<file path="src/rtl/id_ex_stage_reg.sv">
// ID/EX pipeline register: captures decoded control and operands each cycle,
// with a hazard stall (hold), a branch flush (bubble), and debug counters.
module id_ex_stage_reg #(
  parameter int WORD  = 32,
  parameter int CNT_W = 16
) (
  input  logic             clk,
  input  logic             rst_n,
  input  logic             freeze,
  input  logic             flush,
  input  logic             valid_in,
  input  logic [3:0]       exe_command_in,
  input  logic             mem_read_in,
  input  logic             mem_write_in,
  input  logic             wb_enable_in,
  input  logic             is_immediate_in,
  input  logic             b_in,
  input  logic             s_in,
  input  logic [WORD-1:0]  pc_in,
  input  logic [WORD-1:0]  val_rn_in,
  input  logic [WORD-1:0]  val_rm_in,
  input  logic [11:0]      shift_operand_in,
  input  logic [23:0]      imm24_in,
  input  logic [3:0]       dest_in,
  input  logic [3:0]       src1_in,
  input  logic [3:0]       src2_in,
  input  logic [3:0]       status_in,
  output logic             valid_out,
  output logic [3:0]       exe_command_out,
  output logic             mem_read_out,
  output logic             mem_write_out,
  output logic             wb_enable_out,
  output logic             is_immediate_out,
  output logic             b_out,
  output logic             s_out,
  output logic [WORD-1:0]  pc_out,
  output logic [WORD-1:0]  val_rn_out,
  output logic [WORD-1:0]  val_rm_out,
  output logic [11:0]      shift_operand_out,
  output logic [23:0]      imm24_out,
  output logic [3:0]       dest_out,
  output logic [3:0]       src1_out,
  output logic [3:0]       src2_out,
  output logic [3:0]       status_out,
  output logic [CNT_W-1:0] bubble_cnt,
  output logic [CNT_W-1:0] stall_cnt
);

  typedef enum logic [1:0] {ST_RESET, ST_LOAD, ST_HOLD, ST_BUBBLE} sel_e;

  typedef struct packed {
    logic            valid;
    logic [3:0]      exe_command;
    logic            mem_read;
    logic            mem_write;
    logic            wb_enable;
    logic            is_immediate;
    logic            b;
    logic            s;
    logic [WORD-1:0] pc;
    logic [WORD-1:0] val_rn;
    logic [WORD-1:0] val_rm;
    logic [11:0]     shift_operand;
    logic [23:0]     imm24;
    logic [3:0]      dest;
    logic [3:0]      src1;
    logic [3:0]      src2;
    logic [3:0]      status;
  } stage_t;

  stage_t     r_stage;
  stage_t     w_capture;
  sel_e       w_sel;
  logic [CNT_W-1:0] r_bubble_cnt;
  logic [CNT_W-1:0] r_stall_cnt;

  // Priority: reset > flush > freeze > load; no memory of the previous choice.
  always_comb begin
    // NOTE: default first so every path assigns w_sel and no latch is inferred.
    w_sel = ST_LOAD;
    if (!rst_n)      w_sel = ST_RESET;
    else if (flush)  w_sel = ST_BUBBLE;
    else if (freeze) w_sel = ST_HOLD;
  end

  // Side-effecting control bits are gated by valid_in so a non-instruction
  // can never write memory, the register file, flags or the PC.
  always_comb begin
    w_capture.valid         = valid_in;
    w_capture.exe_command   = exe_command_in;
    w_capture.mem_read      = mem_read_in  & valid_in;
    w_capture.mem_write     = mem_write_in & valid_in;
    w_capture.wb_enable     = wb_enable_in & valid_in;
    w_capture.is_immediate  = is_immediate_in;
    w_capture.b             = b_in & valid_in;
    w_capture.s             = s_in & valid_in;
    w_capture.pc            = pc_in;
    w_capture.val_rn        = val_rn_in;
    w_capture.val_rm        = val_rm_in;
    w_capture.shift_operand = shift_operand_in;
    w_capture.imm24         = imm24_in;
    w_capture.dest          = dest_in;
    w_capture.src1          = src1_in;
    w_capture.src2          = src2_in;
    w_capture.status        = status_in;
  end

  // NOTE: non-blocking assignments for all state so every register samples
  // pre-edge values regardless of statement order.
  always_ff @(posedge clk) begin
    case (w_sel)
      ST_RESET: begin
        r_stage      <= '0;
        r_bubble_cnt <= '0;
        r_stall_cnt  <= '0;
      end
      ST_BUBBLE: begin
        r_stage <= '0;
        if (r_bubble_cnt != '1) r_bubble_cnt <= r_bubble_cnt + CNT_W'(1);
      end
      ST_HOLD: begin
        if (r_stall_cnt != '1) r_stall_cnt <= r_stall_cnt + CNT_W'(1);
      end
      default: r_stage <= w_capture;
    endcase
  end

  assign valid_out         = r_stage.valid;
  assign exe_command_out   = r_stage.exe_command;
  assign mem_read_out      = r_stage.mem_read;
  assign mem_write_out     = r_stage.mem_write;
  assign wb_enable_out     = r_stage.wb_enable;
  assign is_immediate_out  = r_stage.is_immediate;
  assign b_out             = r_stage.b;
  assign s_out             = r_stage.s;
  assign pc_out            = r_stage.pc;
  assign val_rn_out        = r_stage.val_rn;
  assign val_rm_out        = r_stage.val_rm;
  assign shift_operand_out = r_stage.shift_operand;
  assign imm24_out         = r_stage.imm24;
  assign dest_out          = r_stage.dest;
  assign src1_out          = r_stage.src1;
  assign src2_out          = r_stage.src2;
  assign status_out        = r_stage.status;
  assign bubble_cnt        = r_bubble_cnt;
  assign stall_cnt         = r_stall_cnt;

endmodule

</file>
<file path="config.mk">
export PLATFORM = sky130hd
export DESIGN_NAME = id_ex_stage_reg
export DESIGN_NICKNAME = d
export VERILOG_FILES = /design/src/rtl/id_ex_stage_reg.sv
export SDC_FILE = /design/constraint.sdc
export NUM_CORES = 1
export LEC_CHECK = 0
export ABC_AREA = 1
export CAP_MARGIN = 30
export CORE_AREA = 2 2 141 143
export DETAILED_ROUTE_END_ITERATION = 8
export DIE_AREA = 0 0 143 145
export PLACE_DENSITY = 0.77
export SYNTH_ARGS = -nofsm -noshare
export SYNTH_HDL_FRONTEND = slang
export SYNTH_SLANG_ARGS = --single-unit
</file>
<file path="constraint.sdc">
create_clock -name clk -period 7.6 [get_ports clk]
set_input_delay 1.52 -clock clk [delete_from_list [all_inputs] [get_ports clk]]
set_output_delay 1.52 -clock clk [all_outputs]
set_load 0.005 [all_outputs]
</file>
# Word-level counts from Yosys, hierarchy flattened
# Index checks and enable logic that the tools add are counted.
# op_classes
n_addsub	2
eq_ne	6
muxes	8
bitwise_logic	5
n_reduce_logical	6
# op_table
op	n
159-bit case mux with 2 select lines	1
16-bit case mux with 2 select lines	2
16-bit by 1-bit adder with 16-bit output, second input constant	2
16-bit 2-to-1 mux	2
16-bit != test, second input constant	2
2-bit 2-to-1 mux	3
1-bit bitwise AND	5
2-bit == test, second input constant	2
2-bit != test, second input constant	2
2-bit AND reduction	2
2-bit nonzero test	2
2-bit logical NOT	1
2-bit OR reduction	1
# totals
ff_bits	191
input_bits	163
output_inout_bits	191
wordCells	46

# Depth between registers and ports, before layout
# Gate-level depths: netlist (run 1).
# depth
ltp_word	6
depth_mapped	8
depth_no_buf	8

# Worst setup path after synthesis (run 1)
# No wires, ideal clock.
# synth_path
path_kind	input port to flip-flop
startpoint	input flush
endpoint	register r_stall_cnt[4] (netlist: stall_cnt[4]) (data pin)
setup_time_ns	0.257
arrival_time_ns	5.532
required_time_ns	7.343
path_slack_ns	1.812
stages	7
n_path_buf	0
path_cell_list	inv_1 -> a21oi_1 -> inv_1 -> ha_1 -> inv_1 -> nor2_1 -> o21a_1
# synth_between
elab_chain_cells	4
# synth_lines
element	line_no	text
start: declaration	10	input logic flush,
2-bit 2-to-1 mux *	82	else if (flush) w_sel = ST_BUBBLE;
2-bit 2-to-1 mux *	81	if (!rst_n) w_sel = ST_RESET;
2-bit == test or 2-bit logical NOT (tied branches)	111	case (w_sel)
16-bit case mux with 2 select lines *	111	
end signal: assignment	122	if (r_stall_cnt != '1) r_stall_cnt <= r_stall_cnt + CNT_W'(1);
end: declaration	75	logic [CNT_W-1:0] r_stall_cnt;
# Every way passes the cells marked *; elsewhere a longest branch is shown, timed or not.
# A chain may end at the register's enable or synchronous reset.

# Final worst setup path (run 1)
# layout_path
startpoint	input freeze
endpoint	register r_stage (netlist bit val_rm_out[20]) (enable)
# layout_between
elab_chain_cells	4
# layout_lines
element	line_no	text
start: declaration	9	input logic freeze,
2-bit 2-to-1 mux	83	else if (freeze) w_sel = ST_HOLD;
2-bit 2-to-1 mux	82	
2-bit 2-to-1 mux	81	
2-bit == test	111	
end signal: assignment	124	default: r_stage <= w_capture;
end: declaration	71	stage_t r_stage;
# Every way passes these cells.

==> results of run 1 <==
critical path: cells and delay by family:
family,cells,cell delay [ns]
buf+inv,4,1.67
fa+ha+maj,1,0.40
compound gates,1,0.33
cell usage in the layout (no fill, tap or decap), drive strengths merged:
cell type      netlist  final
nor2b                1      1
clkdlybuf4s50        0    353
a211oi               2      2
nand3               16     16
edfxtp             191    191
a21oi               11     11
ha                   5      5
nand4                3      3
o21bai               4      4
inv                195    201
clkbuf               8     17
clkinv               0      9
nand2              217    217
a31oi                1      1
buf                 11      6
nor2                66     66
xor2                 2      2
o21ai                5      5
nor3                 2      2
o21a                 3      3
report_power, final:
part / internal, uW / switching, uW
Clock: 437 / 435
Sequential: 1320 / 52.7
Combinational: 319 / 216
synth_stat cells:
master / n / share of area (%)
a211oi_1: 2 / 0.19
a21oi_1: 11 / 0.69
a31oi_1: 1 / 0.078
buf_2: 11 / 0.69
clkbuf_1: 8 / 0.38
edfxtp_1: 191 / 72
ha_1: 5 / 0.78
inv_1: 195 / 9.2
nand2_1: 214 / 10
nand2_2: 3 / 0.23
nand3_1: 16 / 1.0
nand4_1: 3 / 0.23
nor2_1: 62 / 2.9
nor2_2: 2 / 0.16
nor2_4: 2 / 0.28
nor2b_1: 1 / 0.078
nor3_1: 2 / 0.13
o21a_1: 3 / 0.28
o21ai_0: 5 / 0.31
o21bai_1: 3 / 0.28
o21bai_2: 1 / 0.14
xor2_1: 2 / 0.22
cell families (layout without fill, tap and decap cells):
logic type | count (synthesis) | after routing | share of synthesized area [%]
AOI/OAI and AO/OA | 26 | 26 | 1.972
xor gates and xnor gates | 2 | 2 | 0.2191
adders and majority gates | 5 | 5 | 0.7825
buffers and inverters | 214 | 586 | 10.22
DFF | 191 | 191 | 71.74
and+or+nand+nor | 305 | 305 | 15.07
state kept, by name, indices dropped and copies added, names as in the netlist, 4 cells and up:
| name | flops |
|---|---|
| status_out | 4 |
| bubble_cnt | 16 |
| shift_operand_out | 12 |
| src1_out | 4 |
| imm24_out | 24 |
| src2_out | 4 |
| exe_command_out | 4 |
| val_rm_out | 32 |
| pc_out | 32 |
| val_rn_out | 32 |
| dest_out | 4 |
| stall_cnt | 16 |
stage by stage:
| stage | hold WS (ns) | utilization [%] |
|---|---|---|
| after floorplan | 0.6040 | - |
| after global placement | 0.6167 | 61.63 |
| after detailed placement | 0.6283 | 61.63 |
| after CTS | 0.6475 | 64.63 |
| after global routing | 0.6737 | 64.63 |
| final | 0.6395 | 64.63 |
worst paths after layout:
check / startpoint / end / cells after the start
min reg2reg: stall_cnt[14] / stall_cnt[14] / 2
max reg2reg: stall_cnt[0] / stall_cnt[3] / 7
max: freeze / val_rm_out[20] / 6
min: stall_cnt[14] / stall_cnt[14] / 2
cell type report:
cell class	count	area [um2]	area share [%]
inverter	195	737.0	5.937
clock buffer	17	425.4	3.427
tap	265	331.6	2.671
timing repair buffer	359	3578	28.83
multi-input combinational	338	1455	11.72
clock inverter	15	150.1	1.210
sequential	191	5736	46.20
metal layers:
metal,part of all wire [%],global-route usage (%),up-vias
li1,-,-,3010
met1,36,23.13,2801
met2,52,36.87,269
met3,9.0,8.251,37
met4,2.9,8.267,0
met5,0,0,-
==> flow_summary.yaml, run 1 <==
critical_path:
  critPathCaptureType: "flop"
  worstPathCellList: "clkdlybuf4s50_1, a21oi_1, inv_1, ha_1, inv_6, buf_4"
  critPathSlowestCell: "buf_4"
  reg2reg_slack_ns: 5.47
  crit_path_start_kind: "input port"
  cp.arrival_ns: 4.01
  critical_path_class: "input port to flop"
  slowest_delay_ns: 0.73
  crit_fanout: 65
  required_ns: 7.65
detailed_routing:
  drc: 0
  avgViaCountPerCell: 4.433
  ant_nets: 0
  wl_per_cell_um: 15.72
  drtIter0Drc: 361
  dr.pass1.iters: 4
  routed-via-count: 6117
  drt_wl_total_um: 21700
sta:
  relSlewSlack_pct: 43.28
  tns_ns: 0
  tightest_slew_ns: 0.8508
  fin_crit_ns: 3.960
  finalCritPeriodShare_pct: 52.10
  grt_setup_unrepaired: "no"
  worst_slack_ns: 3.640
  hold_viol: 0
  finClkSkew_ns: 0.007564
  setup_viol: 0
  final_max_slew_viol_count: 0
  fmax_mhz: 252.5
clock_tree:
  ctsHtreeMaxLevel: 4
  post_cts_resize_count: 0
  tritoncts: "done"
  clockBufferDepth: 2
  clock_sinks: 191
  insertion_delay_ns: 0.43
  hold_buffers: 0
  cts.reportedPaths.clkPinSlew_ns: 0.07
  postCtsSetupBuffers: 0
  cts_buffers: 17
  cts-root-buf: "clkbuf_16"
synthesis:
  ys_types: 22
  synthCells: 743
  synth_fp_nets: 911
  ys_ff_latch: 191
  synth_area_um2: 7995
  syn_area_per_cell_um2: 10.76
  yosys_warnings: 0
  seq_area_frac_synth_pct: 71.74
global_route:
  grt_usage_pct: 21.23
  grt_first_pass_wirelength_um: 33130
  grt_pass1_vias: 6174
  grt_max_degree: 66
  antenna_found_initial: 1
  gr-total-overflow: 0
placed_design:
  dpl-instance-area_um2: 11840
  gp_routability_congestion: 0.8583
  io_buffers: 353
  post-place-ws_ns: 3.149
  hpwl_um: 16440
  dp_cells: 1348
layout:
  fin_area_um2: 12410
  drive_above_1_share_pct: 4.305
  diodes: 0
  final_nets: 1270
  area_growth_pct: 55.26
  fillers: 1492
  final_cell_count_no_fill: 1380
min_path:
  hold_path.class: "flop to flop"
power_and_ir_drop:
  p_total_uw: 2775
  peakVddDrop_mv: 0.1614
  p_per_area_nw_per_um2: 223.6
  p_leak_uw: 0.005745
floorplan:
  start_util_pct: 41.63
  die_h_um: 145
  row_count: 51
  die_area_um2: 20740
  core_um2: 19210
  die_x_um: 143
  io_pins: 354
flow_run:
  maxCapViolations: 0
status:
  status: "finished clean"
Note: power is estimated with default switching activity, not from simulation.
==> run 2, diff against run 1 <==
- CORE_AREA: 2 2 141 143 -> 2 2 149 151
- DIE_AREA: 0 0 143 145 -> 0 0 151 153
- PLACE_DENSITY: 0.77 -> 0.72
- clock period: 7.6 -> 3.24 ns (I/O delays scaled with it)
==> run 2 against run 1 <==
  * First-iteration DRC count down 10%
  * Sequential share of layout area is 0.65 points lower
  * Hold slack better by 0.0045 ns
  * Global-route usage is 2.5 points lower
  * Critical endpoint is now val_rm_out[23]
  * Largest cell class unchanged
==> flow_summary.yaml, run 2 (synthesis gave the netlist of run 1 again) <==
clock_tree:
  clock_sinks: 191
  tritoncts: "done"
  postCtsSetupBuffers: 0
  cts-root-buf: "clkbuf_16"
  ctsHtreeMaxLevel: 4
  hold_buffers: 0
  insertion_delay_ns: 0.42
  cts.reportedPaths.clkPinSlew_ns: 0.08
  clockBufferDepth: 2
  cts_buffers: 17
  post_cts_resize_count: 0
global_route:
  grt_usage_pct: 18.71
  gr-total-overflow: 0
  antenna_found_initial: 1
  grt_pass1_vias: 6015
  grt_max_degree: 79
  grt_first_pass_wirelength_um: 32530
min_path:
  hold_path.class: "flop to flop"
placed_design:
  gp_routability_congestion: 0.8426
  io_buffers: 353
  post-place-ws_ns: 0.3011
  hpwl_um: 16290
  dpl-instance-area_um2: 11990
  dp_cells: 1368
layout:
  final_cell_count_no_fill: 1400
  diodes: 0
  drive_above_1_share_pct: 5.089
  final_nets: 1275
  area_growth_pct: 57.48
  layout_commonest_cell: "clkdlybuf4s50_1"
  fillers: 1805
  final_cell_mix: "clkdlybuf4s50_1 (353), nand2_1 (214), inv_1 (191), edfxtp_1 (191), nor2_1 (62)"
  fin_area_um2: 12590
critical_path:
  required_ns: 3.36
  critPathSlowestCell: "clkdlybuf4s50_1"
  reg2reg_slack_ns: 1.41
  critical_path_class: "input port to flop"
  worstPathCellList: "clkdlybuf4s50_1, inv_12, a21oi_1, inv_1, ha_4, clkinvlp_4, buf_12, buf_4"
  cp.arrival_ns: 2.58
  critPathCaptureType: "flop"
  crit_fanout: 28
  crit_path_start_kind: "input port"
  slowest_delay_ns: 0.62
detailed_routing:
  drtIter0Drc: 325
  ant_nets: 0
  routed-via-count: 6043
  drc: 0
  avgViaCountPerCell: 4.316
  dr.pass1.iters: 4
  drt_wl_total_um: 21460
  wl_per_cell_um: 15.33
sta:
  fmax_mhz: 405.3
  finClkSkew_ns: 0.007615
  tns_ns: 0
  worst_slack_ns: 0.7729
  fin_crit_ns: 2.467
  hold_viol: 0
  grt_setup_unrepaired: "no"
  finalCritPeriodShare_pct: 76.14
  final_max_slew_viol_count: 0
  tightest_slew_ns: 0.3983
  setup_viol: 0
  relSlewSlack_pct: 73.45
floorplan:
  die_h_um: 153
  row_count: 54
  core_um2: 21490
  die_area_um2: 23100
  die_x_um: 151
  start_util_pct: 37.21
  io_pins: 354
power_and_ir_drop:
  combPwrFrac_pct: 19.4
  p_per_area_nw_per_um2: 525.2
  p_int_uw: 4962
  peakVddDrop_mv: 0.3734
  p_leak_uw: 0.005797
  power_frac_seq_pct: 48.5
  switchingPower_uw: 1651
  switching_share_pct: 24.96
  pwr-share-clk_pct: 32.2
  p_total_uw: 6612
flow_run:
  maxCapViolations: 0
status:
  status: "finished clean"
-- run 2: cell types whose count changed in the layout (fill, tap and decap cells not counted), moves of 2 or more --
| cell | change |
|---|---|
| buf_12 | +5 |
| clkinv_2 | -3 |
| inv_1 | -3 |
| clkinvlp_4 | +2 |
-- run 2: per-stage QoR --
step           util [%]  hold slack [ns]
2_1_floorplan         -           0.6040
3_3_place_gp      55.82           0.6111
3_5_place_dp      55.82           0.6303
4_1_cts           58.60           0.6479
5_1_grt           58.60           0.6761
6_report          58.60           0.6440
-- run 2: critical path: cells and delay by family --
family | cells | cell delay [ns]
buffers and inverters | 6 | 1.37
AOI/OAI and AO/OA | 1 | 0.29
adders and majority gates | 1 | 0.24
-- run 2: power by group through the flow --
stage / Combinational, uW / Sequential [uW] / Clock, uW
floorplan: 298 / 3290 / 0
finish: 1280 / 3200 / 2130
detailed placement: 1300 / 3260 / 0
global route: 1390 / 3240 / 2280
global placement: 1280 / 3250 / 0
CTS: 1300 / 3210 / 2180
-- run 2: layout make-up --
cell class | count | area [um2] | share of cell area [%]
clock buffers | 18 | 429.2 | 3.409
clock inverters | 14 | 167.7 | 1.332
inverters | 195 | 750.7 | 5.962
multi-input cells | 338 | 1479 | 11.75
flip-flops and latches | 191 | 5736 | 45.55
well taps | 280 | 350.3 | 2.782
repair buffers | 364 | 3679 | 29.22
-- run 2: worst paths after layout --
kind	endpoint	depth (start not counted)	start
setup / recovery	val_rm_out[23]	8	flush
hold / removal	bubble_cnt[4]	1	bubble_cnt[4]
setup reg to reg	bubble_cnt[13]	7	bubble_cnt[0]
hold reg to reg	bubble_cnt[4]	1	bubble_cnt[4]
-- run 2: metal layers --
metal  track usage [%]  vias up  part of all wire [%]  wire, um
li1                  -     3017                     -         -
met1             20.32     2763                    37      8030
met2             32.77      216                    51     11050
met3             6.567       45                   7.6      1622
met4             8.100        2                   3.5       755
met5                 0        -                 0.051        11
